<file path="src/rtl/pool_sched_pkg.sv">
// +----------------------------------------------------------------------+
// | pool_sched_pkg : shared constants for the pool memory owner scheduler |
// | Revision 1.0                                                          |
// +----------------------------------------------------------------------+
`default_nettype none

package pool_sched_pkg;

  typedef enum logic [1:0] {
    ST_IDLE  = 2'd0,
    ST_PROD  = 2'd1,
    ST_DRAIN = 2'd2,
    ST_CONS  = 2'd3
  } sched_state_e;

  localparam logic OWNER_PROD = 1'b0;
  localparam logic OWNER_CONS = 1'b1;

  // Wide enough for the largest legal drain length (15).
  localparam int DRAIN_CNT_WIDTH = 4;

endpackage : pool_sched_pkg

`default_nettype wire

</file>
<file path="src/rtl/pool_port_mux.sv">
// +----------------------------------------------------------------------+
// | pool_port_mux : registered 2:1 mux of address and strobes, one port   |
// | Revision 1.0                                                          |
// +----------------------------------------------------------------------+
`default_nettype none

module pool_port_mux
  import pool_sched_pkg::*;
#(
  parameter int ADDR_WIDTH = 10
) (
  input  logic                  clk,
  input  logic                  rst_n,
  input  logic                  i_owner,
  input  logic                  i_idle,
  input  logic [ADDR_WIDTH-1:0] i_prod_addr,
  input  logic                  i_prod_rden,
  input  logic                  i_prod_wren,
  input  logic [ADDR_WIDTH-1:0] i_cons_addr,
  input  logic                  i_cons_rden,
  input  logic                  i_cons_wren,
  output logic [ADDR_WIDTH-1:0] o_addr,
  output logic                  o_rden,
  output logic                  o_wren
);

  logic [ADDR_WIDTH-1:0] r_addr;
  logic                  r_rden;
  logic                  r_wren;

  // Idle keeps the address steady and suppresses both strobes.
  always_ff @(posedge clk or negedge rst_n) begin
    if (!rst_n) begin
      r_addr <= '0;
      r_rden <= 1'b0;
      r_wren <= 1'b0;
    end else if (i_idle) begin
      r_rden <= 1'b0;
      r_wren <= 1'b0;
    end else if (i_owner == OWNER_CONS) begin
      r_addr <= i_cons_addr;
      r_rden <= i_cons_rden;
      r_wren <= i_cons_wren;
    end else begin
      r_addr <= i_prod_addr;
      r_rden <= i_prod_rden;
      r_wren <= i_prod_wren;
    end
  end

  assign o_addr = r_addr;
  assign o_rden = r_rden;
  assign o_wren = r_wren;

endmodule : pool_port_mux

`default_nettype wire

</file>
<file path="src/rtl/pool_mem_owner_sched.sv">
// +----------------------------------------------------------------------+
// | pool_mem_owner_sched : hands one pool memory bank from producer to    |
// | consumer layer, with drain gap, frame counter and sticky errors.      |
// | Revision 1.0                                                          |
// +----------------------------------------------------------------------+
`default_nettype none

module pool_mem_owner_sched
  import pool_sched_pkg::*;
#(
  parameter int POOL_ADDR_WIDTH = 10,
  parameter int DRAIN_CYCLES    = 3,
  parameter int FRAME_CNT_WIDTH = 16
) (
  input  logic                       clock,
  input  logic                       reset,
  input  logic                       start,
  input  logic                       abort,
  output logic                       prod_enable,
  input  logic                       prod_done,
  input  logic [POOL_ADDR_WIDTH-1:0] prod_addr_a,
  input  logic [POOL_ADDR_WIDTH-1:0] prod_addr_b,
  input  logic                       prod_rden_a,
  input  logic                       prod_rden_b,
  input  logic                       prod_wren_a,
  input  logic                       prod_wren_b,
  output logic                       cons_enable,
  input  logic                       cons_done,
  input  logic [POOL_ADDR_WIDTH-1:0] cons_addr_a,
  input  logic [POOL_ADDR_WIDTH-1:0] cons_addr_b,
  input  logic                       cons_rden_a,
  input  logic                       cons_rden_b,
  input  logic                       cons_wren_a,
  input  logic                       cons_wren_b,
  output logic [POOL_ADDR_WIDTH-1:0] mem_addr_a,
  output logic [POOL_ADDR_WIDTH-1:0] mem_addr_b,
  output logic                       mem_rden_a,
  output logic                       mem_rden_b,
  output logic                       mem_wren_a,
  output logic                       mem_wren_b,
  output logic                       owner,
  output logic                       busy,
  output logic [FRAME_CNT_WIDTH-1:0] frame_count,
  output logic                       err_start_drop,
  output logic                       err_collision
);

  localparam logic [DRAIN_CNT_WIDTH-1:0] C_DRAIN_LAST = DRAIN_CNT_WIDTH'(DRAIN_CYCLES - 1);

  sched_state_e                r_state;
  sched_state_e                w_next;
  logic [DRAIN_CNT_WIDTH-1:0]  r_drain_cnt;
  logic [FRAME_CNT_WIDTH-1:0]  r_frame_cnt;
  logic                        r_prod_en;
  logic                        r_cons_en;
  logic                        r_owner;
  logic                        r_busy;
  logic                        r_err_start;
  logic                        r_err_coll;
  logic                        w_drain_last;
  logic                        w_frame_done;
  logic                        w_mux_idle;
  logic                        w_mux_owner;
  logic                        w_collision;

  assign w_drain_last = (r_drain_cnt == C_DRAIN_LAST);

  always_comb begin
    w_next = r_state;
    unique case (r_state)
      ST_IDLE:  if (start)        w_next = ST_PROD;
      ST_PROD:  if (prod_done)    w_next = ST_DRAIN;
      ST_DRAIN: if (w_drain_last) w_next = ST_CONS;
      ST_CONS:  if (cons_done)    w_next = ST_IDLE;
      default:                    w_next = ST_IDLE;
    endcase
    if (abort) begin
      w_next = ST_IDLE;
    end
  end

  assign w_frame_done = (r_state == ST_CONS) && cons_done && !abort;

  // Strobes are blocked on the cycle we leave for IDLE so nothing from the
  // departing owner leaks into the IDLE cycle.
  assign w_mux_idle  = (r_state == ST_IDLE) || (w_next == ST_IDLE);
  assign w_mux_owner = (r_state == ST_CONS) ? OWNER_CONS : OWNER_PROD;

  always_ff @(posedge clock or negedge reset) begin
    if (!reset) begin
      r_state     <= ST_IDLE;
      r_drain_cnt <= '0;
      r_frame_cnt <= '0;
      r_prod_en   <= 1'b0;
      r_cons_en   <= 1'b0;
      r_owner     <= OWNER_PROD;
      r_busy      <= 1'b0;
    end else begin
      r_state   <= w_next;
      r_prod_en <= (w_next == ST_PROD);
      r_cons_en <= (w_next == ST_CONS);
      r_owner   <= (w_next == ST_CONS) ? OWNER_CONS : OWNER_PROD;
      r_busy    <= (w_next != ST_IDLE);
      if ((r_state == ST_DRAIN) && (w_next == ST_DRAIN)) begin
        r_drain_cnt <= r_drain_cnt + DRAIN_CNT_WIDTH'(1);
      end else begin
        r_drain_cnt <= '0;
      end
      if (w_frame_done) begin
        r_frame_cnt <= r_frame_cnt + FRAME_CNT_WIDTH'(1);
      end
    end
  end

  pool_port_mux #(
    .ADDR_WIDTH (POOL_ADDR_WIDTH)
  ) u_mux_a (
    .clk         (clock),
    .rst_n       (reset),
    .i_owner     (w_mux_owner),
    .i_idle      (w_mux_idle),
    .i_prod_addr (prod_addr_a),
    .i_prod_rden (prod_rden_a),
    .i_prod_wren (prod_wren_a),
    .i_cons_addr (cons_addr_a),
    .i_cons_rden (cons_rden_a),
    .i_cons_wren (cons_wren_a),
    .o_addr      (mem_addr_a),
    .o_rden      (mem_rden_a),
    .o_wren      (mem_wren_a)
  );

  pool_port_mux #(
    .ADDR_WIDTH (POOL_ADDR_WIDTH)
  ) u_mux_b (
    .clk         (clock),
    .rst_n       (reset),
    .i_owner     (w_mux_owner),
    .i_idle      (w_mux_idle),
    .i_prod_addr (prod_addr_b),
    .i_prod_rden (prod_rden_b),
    .i_prod_wren (prod_wren_b),
    .i_cons_addr (cons_addr_b),
    .i_cons_rden (cons_rden_b),
    .i_cons_wren (cons_wren_b),
    .o_addr      (mem_addr_b),
    .o_rden      (mem_rden_b),
    .o_wren      (mem_wren_b)
  );

  assign w_collision = mem_wren_a && mem_wren_b && (mem_addr_a == mem_addr_b);

  always_ff @(posedge clock or negedge reset) begin
    if (!reset) begin
      r_err_start <= 1'b0;
      r_err_coll  <= 1'b0;
    end else begin
      if (start && (r_state != ST_IDLE)) begin
        r_err_start <= 1'b1;
      end
      if (w_collision) begin
        r_err_coll <= 1'b1;
      end
    end
  end

  assign prod_enable    = r_prod_en;
  assign cons_enable    = r_cons_en;
  assign owner          = r_owner;
  assign busy           = r_busy;
  assign frame_count    = r_frame_cnt;
  assign err_start_drop = r_err_start;
  assign err_collision  = r_err_coll;

endmodule : pool_mem_owner_sched

`default_nettype wire
</file>
<file path="config.mk">
export PLATFORM = sky130hd
export DESIGN_NAME = pool_mem_owner_sched
export DESIGN_NICKNAME = d
export VERILOG_FILES = /design/src/rtl/pool_sched_pkg.sv /design/src/rtl/pool_port_mux.sv /design/src/rtl/pool_mem_owner_sched.sv
export SDC_FILE = /design/constraint.sdc
export NUM_CORES = 1
export LEC_CHECK = 0
export CORE_MARGIN = 5
export CORE_UTILIZATION = 43
export CTS_CLUSTER_SIZE = 40
export DETAILED_ROUTE_END_ITERATION = 12
export MAX_ROUTING_LAYER = met4
export PLACE_DENSITY = 0.8
export SYNTH_ARGS = -nofsm -noshare
export SYNTH_HDL_FRONTEND = slang
export SYNTH_SLANG_ARGS = --single-unit
</file>
<file path="constraint.sdc">
create_clock -name clock -period 1.95 [get_ports clock]
set_clock_uncertainty 0.1 [all_clocks]
set_input_delay 0.195 -clock clock [delete_from_list [all_inputs] [get_ports clock]]
set_output_delay 0.195 -clock clock [all_outputs]
set_load 0.02 [all_outputs]
</file>
==> metrics.md <==
| Metric | Value |
|---|---|
| Post-synthesis cell count | `228` |
| Post-layout nets | `390` |
| Part of the cycle the worst path needs | `87.9%` |
| Antenna-violating nets left | `0` |
| Die H | `86.0 µm` |
| Vias per inst | `5.01` |
| Post-CTS setup buffer count | `0` |
| PortBufs | `99` |
| Setup CP Type | `reg2reg` |
| Gate power share | `around 35%` |
| Register area share after synthesis | `51.4%` |
| Tmin final | `1710 ps` |
| Initial Utilization | `44.6%` |
| PD cells | `808 nW/µm²` |
| Asr flop ratio synth | `between 90% and 100%` |
| Ports | `100` |
| Leak pwr | `1.67 nW` |
| H-Tree Depth | `2` |
| Commonest non-fill, non-tap cell in the layout | `clkdlybuf4s50_1` |
| VDD IR max | `0.489 mV` |
| Cell Int Power | `2.01 mW` |
| CTS Root Cell | `clkbuf_8` |
| Synth Flop Type | `dfrtp_1` |
| Min Hold Slack | `321 ps` |
| First-pass GRT wire length | `10300 µm` |
| Worst-path fanout max | `10` |
| Netlist cell types | `41` |
| Clk pin slew, worst setup/hold paths | `100 ps` |
| DRT Pass-1 Iters | `6` |
| EDFF count, synth | `0` |
| Layout cell share with drive strength beyond 1 | `8.68%` |
| Max-slew violations | `0` |
| Post-synth top area cell | `dfrtp_1` |
| CTS sink cnt | `between 50 and 60` |
| P&R area growth vs syn | `49.0%` |
| Yosys Warn Count | `0` |
| Arr. time, crit path | `1800 ps` |
| Crit. End Element | `flop` |
| Placed Cells | `397` |
| Pin count of the biggest net entering global routing | `41` |
| Relative slew margins | `62.0%` |
| Critical path's slowest cell | `dfrtp_1` |
| Sw frac | `32.8%` |
| Largest stage delay, worst path | `580 ps` |
| DR WL/cell | `approximately 15 µm` |
| RSZ-0062 raised after global routing | `false` |
| Final setup vio count | `0` |
| Most frequent cells in the layout | `clkdlybuf4s50_1, dfrtp_1, nor2_1` |
| # DRC | `0` |
| Vias post-DR | `roughly 2.0k` |
| NetSw | `just under 1 mW` |
| Die area | `7400 µm²` |
| Status | `finished, final reports clean` |
| Synthesized area | `2480 µm²` |
| Clk_lat worst skew | `roughly 300 ps` |
| Yosys top cell area share | `51.4%` |
| Syn avg cell area | `10.9 µm²` |
| Synth area leaders | `dfrtp_1, mux2i_1, xnor2_1` |
| RD Place Congestion | `0.843` |
| Initial DRC count | `80` |
| Worst path bufs/invs | `1` |
| Fin Setup TNS | `0 ps` |
| Final cell count without fillers | `406` |
| Crit-path cells | `buf_4 > a21oi_1 > a211o_1 > a21oi_2 > nor2_1` |
| TritonCTS buffer count | `5` |
| DP HPWL | `about 4900 µm` |
| Syn nets | `285` |
| Max-Cap Viols | `0` |
| Seq pwr share | `45.6%` |
| Hold Path Class | `in2async` |
| Seq cells post-synth | `51` |
| Delay-heaviest family, CP | `compound AO/OA/AOI/OAI gates` |
| Core Area | `5570 µm²` |
| Row count | `27` |
| Initial antenna violation count | `0` |
| Maximum clock insertion buffer count | `2` |
| TritonCTS clock tree | `done` |
| Hold Violations, Final | `0` |
| CP startpoint kind | `flop` |
| Overall routing resource usage | `18.0%` |
| Worst EP required | `roughly 2000 ps` |
| Vias in the first global route | `2140` |
| Flop2flop setup slack | `240 ps` |
| Slew @ Worst Pin | `570 ps` |
| Final WL | `between 6000 and 7000 µm` |
| Gr ovfl total | `0` |
| Clock power share | `19.9%` |
| Width of the chip | `86.0 µm` |
| Antenna cells | `0` |
| F_max | `between 0.5 and 0.6 GHz` |
[stage by stage]
step	power, mW	instance area, µm²	utilization, %	setup slack [ps]
CTS	3.03	3700	66.4	228
global route	3.16	3700	66.4	88.0
detailed placement	2.43	3610	64.7	67.5
global placement	2.41	3610	64.7	76.9
floorplan	1.88	2480	-	378
finish	2.99	3700	66.4	236
[area by class of cell]
cell class                      instances  area, µm²
Fill cell                             474       1870
Sequential cell                        51       1280
Multi-Input combinational cell        163       1150
Timing Repair Buffer                  109       1090
Tap cell                               72       90.1
Clock buffer                            6       72.6
Clock inverter                          2       12.5
Inverter                                3       11.3
[synth_stat cells, drive strengths merged (2+ instances only)]
library cell	instances
a21oi	24
a22oi	4
buf	7
clkbuf	4
dfrtp	51
ha	3
inv	3
mux2	4
mux2i	20
nand2	12
nand2b	2
nand3	6
nand4	4
nor2	32
nor2b	2
nor3	3
nor4	3
xnor2	21
xor2	6
[power groups by stage]
stage          combinational [mW]  clock, mW  sequential, mW
2_1_floorplan               0.337          0            1.54
3_3_place_gp                 1.03          0            1.38
3_5_place_dp                 1.04          0            1.39
4_1_cts                      1.05      0.615            1.37
5_1_grt                      1.11      0.656            1.39
6_report                     1.03      0.595            1.36
[worst paths after layout]
check                          startpoint                 to  cells after the start
setup / recovery               r_state[1]     u_mux_a.o_wren                      5
hold / removal                      reset  u_mux_a.o_addr[0]                      2
setup reg to reg               r_state[1]     u_mux_a.o_wren                      5
hold reg to reg            err_start_drop     err_start_drop                      1
max in group asynchronous           reset  u_mux_b.o_addr[7]                      3
min in group clock         err_start_drop     err_start_drop                      1
[layer usage]
metal  vias to the layer above  part of all wire (%)  global-route usage [%]
met2                        71                    47                    29.2
met1                       952                    45                    21.8
met5                         -                     0                       -
met3                        13                   6.4                    4.03
li1                        999                     -                       -
met4                         0                   2.3                    6.91
[cells by family after synthesis]
logic type	after synthesis	synth area share, %
xor+xnor	27	9.52
buf+inv	14	2.92
compound gates	35	8.41
simple gates	74	16.4
fa+ha+maj	3	1.51
flops	51	51.4
mux	24	9.87
[state kept, by name, summed over array words and instances (netlist names), 2 cells and up]
register,count
r_state,2
r_drain_cnt,4
u_mux_a.o_addr,10
u_mux_b.o_addr,10
frame_count,16
[what timing repair did]
action	in CTS	in global routing
resized for setup	0	0
hold buffers	1	0
endpoints found under the hold margin	22	0
(Power assumes the default switching activity.)
